[config.mk]
export PLATFORM = sky130hd
export DESIGN_NAME = data_memory_arbiter
export DESIGN_NICKNAME = d
export VERILOG_FILES = /design/src/rtl/data_memory_arbiter.sv
export SDC_FILE = /design/constraint.sdc
export NUM_CORES = 1
export LEC_CHECK = 0
export BUFFER_PORTS_ARGS = -buffer_cell sky130_fd_sc_hd__buf_2
export CORE_MARGIN = 5
export CORE_UTILIZATION = 35
export CTS_CLUSTER_SIZE = 12
export DETAILED_ROUTE_END_ITERATION = 7
export HOLD_SLACK_MARGIN = 0.05
export PLACE_DENSITY = 0.64
export SLEW_MARGIN = 20
export SYNTH_ARGS = -nofsm -noshare
export SYNTH_HDL_FRONTEND = slang
export SYNTH_SLANG_ARGS = --single-unit
[constraint.sdc]
create_clock -name clk -period 6.8 [get_ports clk]
set_input_delay 2.04 -clock clk [delete_from_list [all_inputs] [get_ports clk]]
set_output_delay 2.04 -clock clk [all_outputs]
set_load 0.005 [all_outputs]
[src/rtl/data_memory_arbiter.sv]
`default_nettype none
// ============================================================================
// Module  : data_memory_arbiter
// Brief   : Two-port request sequencer in front of the single-ported data
//           memory. Define DMEM_ARB_ROUND_ROBIN_EN for round-robin tie-break.
// Revision: 1.0 - initial release
// ============================================================================
module data_memory_arbiter #(
  parameter int DATA_WIDTH = 32
) (
  input  logic                  clk,
  input  logic                  reset,
  input  logic                  p0_req_i,
  input  logic                  p0_we_i,
  input  logic [DATA_WIDTH-1:0] p0_addr_i,
  input  logic [DATA_WIDTH-1:0] p0_wdata_i,
  output logic                  p0_gnt_o,
  output logic                  p0_rvalid_o,
  output logic [DATA_WIDTH-1:0] p0_rdata_o,
  input  logic                  p1_req_i,
  input  logic                  p1_we_i,
  input  logic [DATA_WIDTH-1:0] p1_addr_i,
  input  logic [DATA_WIDTH-1:0] p1_wdata_i,
  output logic                  p1_gnt_o,
  output logic                  p1_rvalid_o,
  output logic [DATA_WIDTH-1:0] p1_rdata_o,
  output logic [DATA_WIDTH-1:0] mem_address_o,
  output logic [DATA_WIDTH-1:0] mem_write_data_o,
  output logic                  mem_write_o,
  output logic                  mem_read_o,
  input  logic [DATA_WIDTH-1:0] mem_data_i,
  output logic                  busy_o
);

  typedef enum logic [1:0] {
    S_IDLE   = 2'd0,
    S_ACCESS = 2'd1,
    S_RESP   = 2'd2
  } state_t;

  state_t                state_q;
  logic                  owner_q;
  logic                  we_q;
  logic [DATA_WIDTH-1:0] addr_q;
  logic [DATA_WIDTH-1:0] wdata_q;
  logic                  mem_write_q;
  logic                  mem_read_q;
  logic                  p0_rvalid_q;
  logic                  p1_rvalid_q;
  logic [DATA_WIDTH-1:0] p0_rdata_q;
  logic [DATA_WIDTH-1:0] p1_rdata_q;
  logic                  gnt0_d;
  logic                  gnt1_d;

`ifdef DMEM_ARB_ROUND_ROBIN_EN
  logic                  last_grant_q;
`endif

  // Grants are combinational so a requester sees acceptance in its request cycle.
  always_comb begin
    gnt0_d = 1'b0;
    gnt1_d = 1'b0;
    if (state_q == S_IDLE) begin
      if (p0_req_i && p1_req_i) begin
`ifdef DMEM_ARB_ROUND_ROBIN_EN
        gnt0_d = last_grant_q;
        gnt1_d = ~last_grant_q;
`else
        gnt0_d = 1'b1;
`endif
      end else begin
        gnt0_d = p0_req_i;
        gnt1_d = p1_req_i;
      end
    end
  end

  always_ff @(posedge clk or negedge reset) begin
    if (!reset) begin
      state_q     <= S_IDLE;
      owner_q     <= 1'b0;
      we_q        <= 1'b0;
      addr_q      <= '0;
      wdata_q     <= '0;
      mem_write_q <= 1'b0;
      mem_read_q  <= 1'b0;
      p0_rvalid_q <= 1'b0;
      p1_rvalid_q <= 1'b0;
      p0_rdata_q  <= '0;
      p1_rdata_q  <= '0;
`ifdef DMEM_ARB_ROUND_ROBIN_EN
      last_grant_q <= 1'b1;
`endif
    end else begin
      case (state_q)
        S_IDLE: begin
          if (gnt0_d || gnt1_d) begin
            owner_q     <= gnt1_d;
            we_q        <= gnt1_d ? p1_we_i    : p0_we_i;
            addr_q      <= gnt1_d ? p1_addr_i  : p0_addr_i;
            wdata_q     <= gnt1_d ? p1_wdata_i : p0_wdata_i;
            mem_write_q <= gnt1_d ? p1_we_i    : p0_we_i;
            mem_read_q  <= gnt1_d ? ~p1_we_i   : ~p0_we_i;
            state_q     <= S_ACCESS;
`ifdef DMEM_ARB_ROUND_ROBIN_EN
            last_grant_q <= gnt1_d;
`endif
          end
        end
        S_ACCESS: begin
          mem_write_q <= 1'b0;
          mem_read_q  <= 1'b0;
          if (we_q) begin
            state_q <= S_IDLE;
          end else begin
            if (owner_q) begin
              p1_rdata_q  <= mem_data_i;
              p1_rvalid_q <= 1'b1;
            end else begin
              p0_rdata_q  <= mem_data_i;
              p0_rvalid_q <= 1'b1;
            end
            state_q <= S_RESP;
          end
        end
        S_RESP: begin
          p0_rvalid_q <= 1'b0;
          p1_rvalid_q <= 1'b0;
          state_q     <= S_IDLE;
        end
        default: begin
          state_q <= S_IDLE;
        end
      endcase
    end
  end

  assign p0_gnt_o         = gnt0_d;
  assign p1_gnt_o         = gnt1_d;
  assign p0_rvalid_o      = p0_rvalid_q;
  assign p1_rvalid_o      = p1_rvalid_q;
  assign p0_rdata_o       = p0_rdata_q;
  assign p1_rdata_o       = p1_rdata_q;
  assign mem_address_o    = addr_q;
  assign mem_write_data_o = wdata_q;
  assign mem_write_o      = mem_write_q;
  assign mem_read_o       = mem_read_q;
  assign busy_o           = (state_q != S_IDLE);

endmodule
`default_nettype wire

# After elaboration in Yosys (flattened, before gate mapping)
# Index checks and enable logic that the tools add are counted.
totals:
  reg_bits: 136
  word_cells: 54
  inputBits: 166
  output_inout_bits: 135
op_classes:
  eq_ne: 6
  reduce_logical: 12
  muxes: 21
  n_bitwise: 4
ops:
  columns: ["cell", "count"]
  rows:
  - ["32-bit 2-to-1 mux", 2]
  - ["1-bit 2-to-1 mux", 12]
  - ["3-bit AND reduction", 4]
  - ["1-bit one-hot mux with 2 select lines", 4]
  - ["2-bit != test (second input constant)", 3]
  - ["2-bit nonzero test", 3]
  - ["2-bit 2-to-1 mux", 2]
  - ["1-bit inverter", 4]
  - ["2-bit one-hot mux with 2 select lines", 1]
  - ["2-bit AND reduction", 2]
  - ["2-bit by 1-bit == test with 1-bit output (second input constant)", 1]
  - ["2-bit == test (second input constant)", 1]
  - ["2-bit logical NOT", 1]
  - ["2-bit by 1-bit != test with 1-bit output (second input constant)", 1]
  - ["1-bit logical AND", 1]
  - ["1-bit logical OR", 1]

# Depth between registers and ports, before layout
logic_depth:
  word_depth: 6
  mapped_depth: 7
  mapped_depth_nobuf: 3

# Least setup slack after synthesis
# OpenSTA, ideal clock, no wires.
synth_timing:
  path_kind: "input to output"
  from: "input port p0_req_i"
  to: "output port p1_gnt_o"
  t_required_ps: 4760
  n_path_buf: 3
  path_slack_ps: 1797
  stages: 5
  t_arrival_ps: 2963
  path_cell_list: "or4b_1 -> clkbuf_1 -> buf_6 -> buf_6 -> inv_1"
synth_between:
  elab_chain_len: 3
synth_lines:
  columns: ["item", "line_no", "text"]
  rows:
  - ["start, declared", "13", "input logic p0_req_i,"]
  - ["1-bit logical AND", "64", "if (p0_req_i && p1_req_i) begin"]
  - ["1-bit 2-to-1 mux", "64", null]
  - ["1-bit 2-to-1 mux", "63", "if (state_q == S_IDLE) begin"]
  - ["end, declared", "24", "output logic p1_gnt_o,"]
# Every way passes these cells.

# Worst setup path in the final report
# Same ends and word-level chain as after synthesis.

==> impl_metrics.csv <==
group,metric,value,unit
status,status,"finished, final reports clean",
cts,insertion_delay,420,ps
logic_synthesis,synth_nets,628,
sta,maxSlewViolCount,0,
sta,fin_crit_sh,78.8,%
place,portBuffers,300,
layout,fin_area,8020,µm²
power_and_ir_drop,clkPwrFrac,25.9,%
cts,htreeDepth,4,
cts,cts.sinks,136,
global_routing,first_global_vias,4941,
logic_synthesis,synth_area_per_cell,12.5,µm²
place,placed_cell_area,7390,µm²
floorplanning,pin_count,301,
floorplanning,die-area,19200,µm²
power_and_ir_drop,p_sw_share,33.2,%
logic_synthesis,synth_top_area_cell,"dfrtp_1",
layout,final_nets,908,
sta,fmax,187,MHz
sta,tightest_slew,881,ps
worst_hold_path,hold_path.class,"reg -> reg",
detailed_routing,firstDrtPassIters,5,
floorplanning,die_y,138,µm
sta,fin_crit,5360,ps
power_and_ir_drop,leakage,3.83,nW
power_and_ir_drop,combinationalPowerShare,36.1,%
critical_path,endpoint,"p1_gnt_o",
sta,fin_ws,1440,ps
logic_synthesis,synthCells,462,
power_and_ir_drop,ir_worst_vdd,175,µV
sta,tns,0,ps
critical_path,reg2reg_depth,4,
floorplanning,rows,47,
layout,syn2layout_area_growth,38.8,%
power_and_ir_drop,power,3.74,mW
place,pre_cts_slack,1440,ps
floorplanning,initial_utilization,35.2,%
logic_synthesis,synth_top_area_share,59.0,%
layout,final_util,48.9,%
critical_path,setup.worst_path.class,"in -> out",
cts,cts-root-buf,"clkbuf_16",
cts,hold_buffers,0,
sta,hold_viol_final,0,
logic_synthesis,synth-seq-cells,136,
detailed_routing,routed_wl,16.7,mm
cts,cts_buffers,17,
floorplanning,die_width,138,µm
job,drv_cap,0,
cts,post_cts_resized,0,
power_and_ir_drop,p_seq_share,37.9,%
sta,fin_skew,11.1,ps
critical_path,r2r_slack,4440,ps
critical_path,r2r-start,"state_q[1]",
logic_synthesis,synth_area_leaders,"dfrtp_1 (59%), mux2_2 (12%), a21oi_1 (11%)",
cts,cts.path.max_buffers,2,
logic_synthesis,synth.distinct_cells,25,
global_routing,antenna_found_initial,0,
place,hpwl,11.8,mm
cts,post-cts-setup-buffers,0,
floorplanning,core_area,16400,µm²
global_routing,track_usage,17.2,%
logic_synthesis,yosysWarnings,0,
layout,final_cell_mix,"buf_2 (299), dfrtp_1 (136), a21oi_1 (129)",
logic_synthesis,syn-cell-area,5770,µm²
detailed_routing,ant_nets,0,
logic_synthesis,ys_seq_area_share,59.0,%
global_routing,grt_start_max_net_pins,97,
sta,rsz0062_at_grt,"no",
layout,final_cells,975,
sta,slew-limit-headroom,41.1,%
detailed_routing,num_vias,4859,
critical_path,crit_start,"p0_req_i",
power_and_ir_drop,power.net_switching,1.24,mW
layout,fill_cells,1518,
detailed_routing,drt_iter0_drc,150,
sta,finalSetupViolCount,0,
layout,final_common_cell,"buf_2",
global_routing,grt_pass1_wl,26.6,mm
power_and_ir_drop,p_int,2.50,mW
cts,clk_pin_slew_worst_paths,60,ps
layout,diodes,0,
critical_path,cp-start-kind,"input pin",
sta,hold_slack,471,ps
critical_path,end_kind,"primary output",
critical_path,path_max_fanout,67,
cts,cts_tree,"yes",
place,dp.cells,943,
power_and_ir_drop,powerDensity,467,nW/µm²
global_routing,grt-ovfl-total,0,
critical_path,arrival,3320,ps
critical_path,critical_path_required,4760,ps
detailed_routing,viasPerCell,4.98,
place,gp_congestion,0.780,
detailed_routing,drc,0,
layout,drive_gt1_share,57.5,%
critical_path,r2r-end,"mem_write_data_o[9]",
detailed_routing,avgRoutedWirePerCell,17.2,µm
-- final cells by class --
| cell class | instances | area (µm²) | area share (%) |
|---|---|---|---|
| Clock buffer | 19 | 433 | 5.40 |
| Clock inverter | 13 | 193 | 2.40 |
| Inverter | 3 | 11.3 | 0.140 |
| Multi-Input combinational cell | 277 | 2140 | 26.7 |
| Sequential cell | 136 | 3400 | 42.5 |
| Tap cell | 220 | 275 | 3.43 |
| Timing Repair Buffer | 307 | 1560 | 19.5 |
-- critical path, cell delays in order --
cell    delay (ps)
buf_2          140
or4b_4         860
inv_1          130
buf_2          120
-- sequential cells by signal, summed over array words and instances (netlist names), 2 cells and up --
name,cells
mem_address_o,32
p0_rdata_o,32
mem_write_data_o,32
state_q,2
p1_rdata_o,32
-- power by group through the flow --
stage | clock, mW | combinational (mW) | sequential (mW)
floorplan | 0 | 0.696 | 1.46
global placement | 0 | 1.36 | 1.42
detailed placement | 0 | 1.39 | 1.43
CTS | 0.998 | 1.39 | 1.42
global route | 1.04 | 1.50 | 1.47
finish | 0.971 | 1.35 | 1.42
-- Yosys cell counts (all sizes together) --
cell type / count
nand2b: 1
nand2: 2
a21oi: 129
mux2: 64
buf: 21
or4b: 1
nor2: 1
a31oi: 1
a22oi: 65
nor3b: 1
nor2b: 1
o21bai: 1
o2bb2ai: 1
dfrtp: 136
o21ai: 1
inv: 3
a21o: 2
or2: 1
clkbuf: 25
and2: 4
a32o: 1
-- per-layer routing --
layer	wire length (µm)	track usage [%]	up-vias
li1	-	-	2278
met1	7070	22.1	2323
met2	7890	26.7	232
met3	1450	6.25	26
met4	316	6.40	0
met5	0	0	-
-- cell families (layout without fill, tap and decap cells) --
logic type / Yosys count / count (layout) / share of synthesized area, %
simple gates: 12 / 12 / 1.26
buf+inv: 49 / 342 / 4.33
compound gates: 201 / 201 / 23.0
flops: 136 / 136 / 59.0
mux: 64 / 64 / 12.5
-- worst min-delay path by stage --
stage,startpoint,to,slack [ps],depth (start not counted)
3_5_place_dp,p1_rvalid_o,p1_rvalid_o,470,1
4_1_cts,p1_rvalid_o,p1_rvalid_o,480,1
2_1_floorplan,we_q,state_q[1],420,1
3_3_place_gp,p1_rvalid_o,p1_rvalid_o,450,1
5_1_grt,mem_write_o,mem_write_o,500,1
6_report,p1_rvalid_o,p1_rvalid_o,470,1
Note: power is estimated with default switching activity, not from simulation.
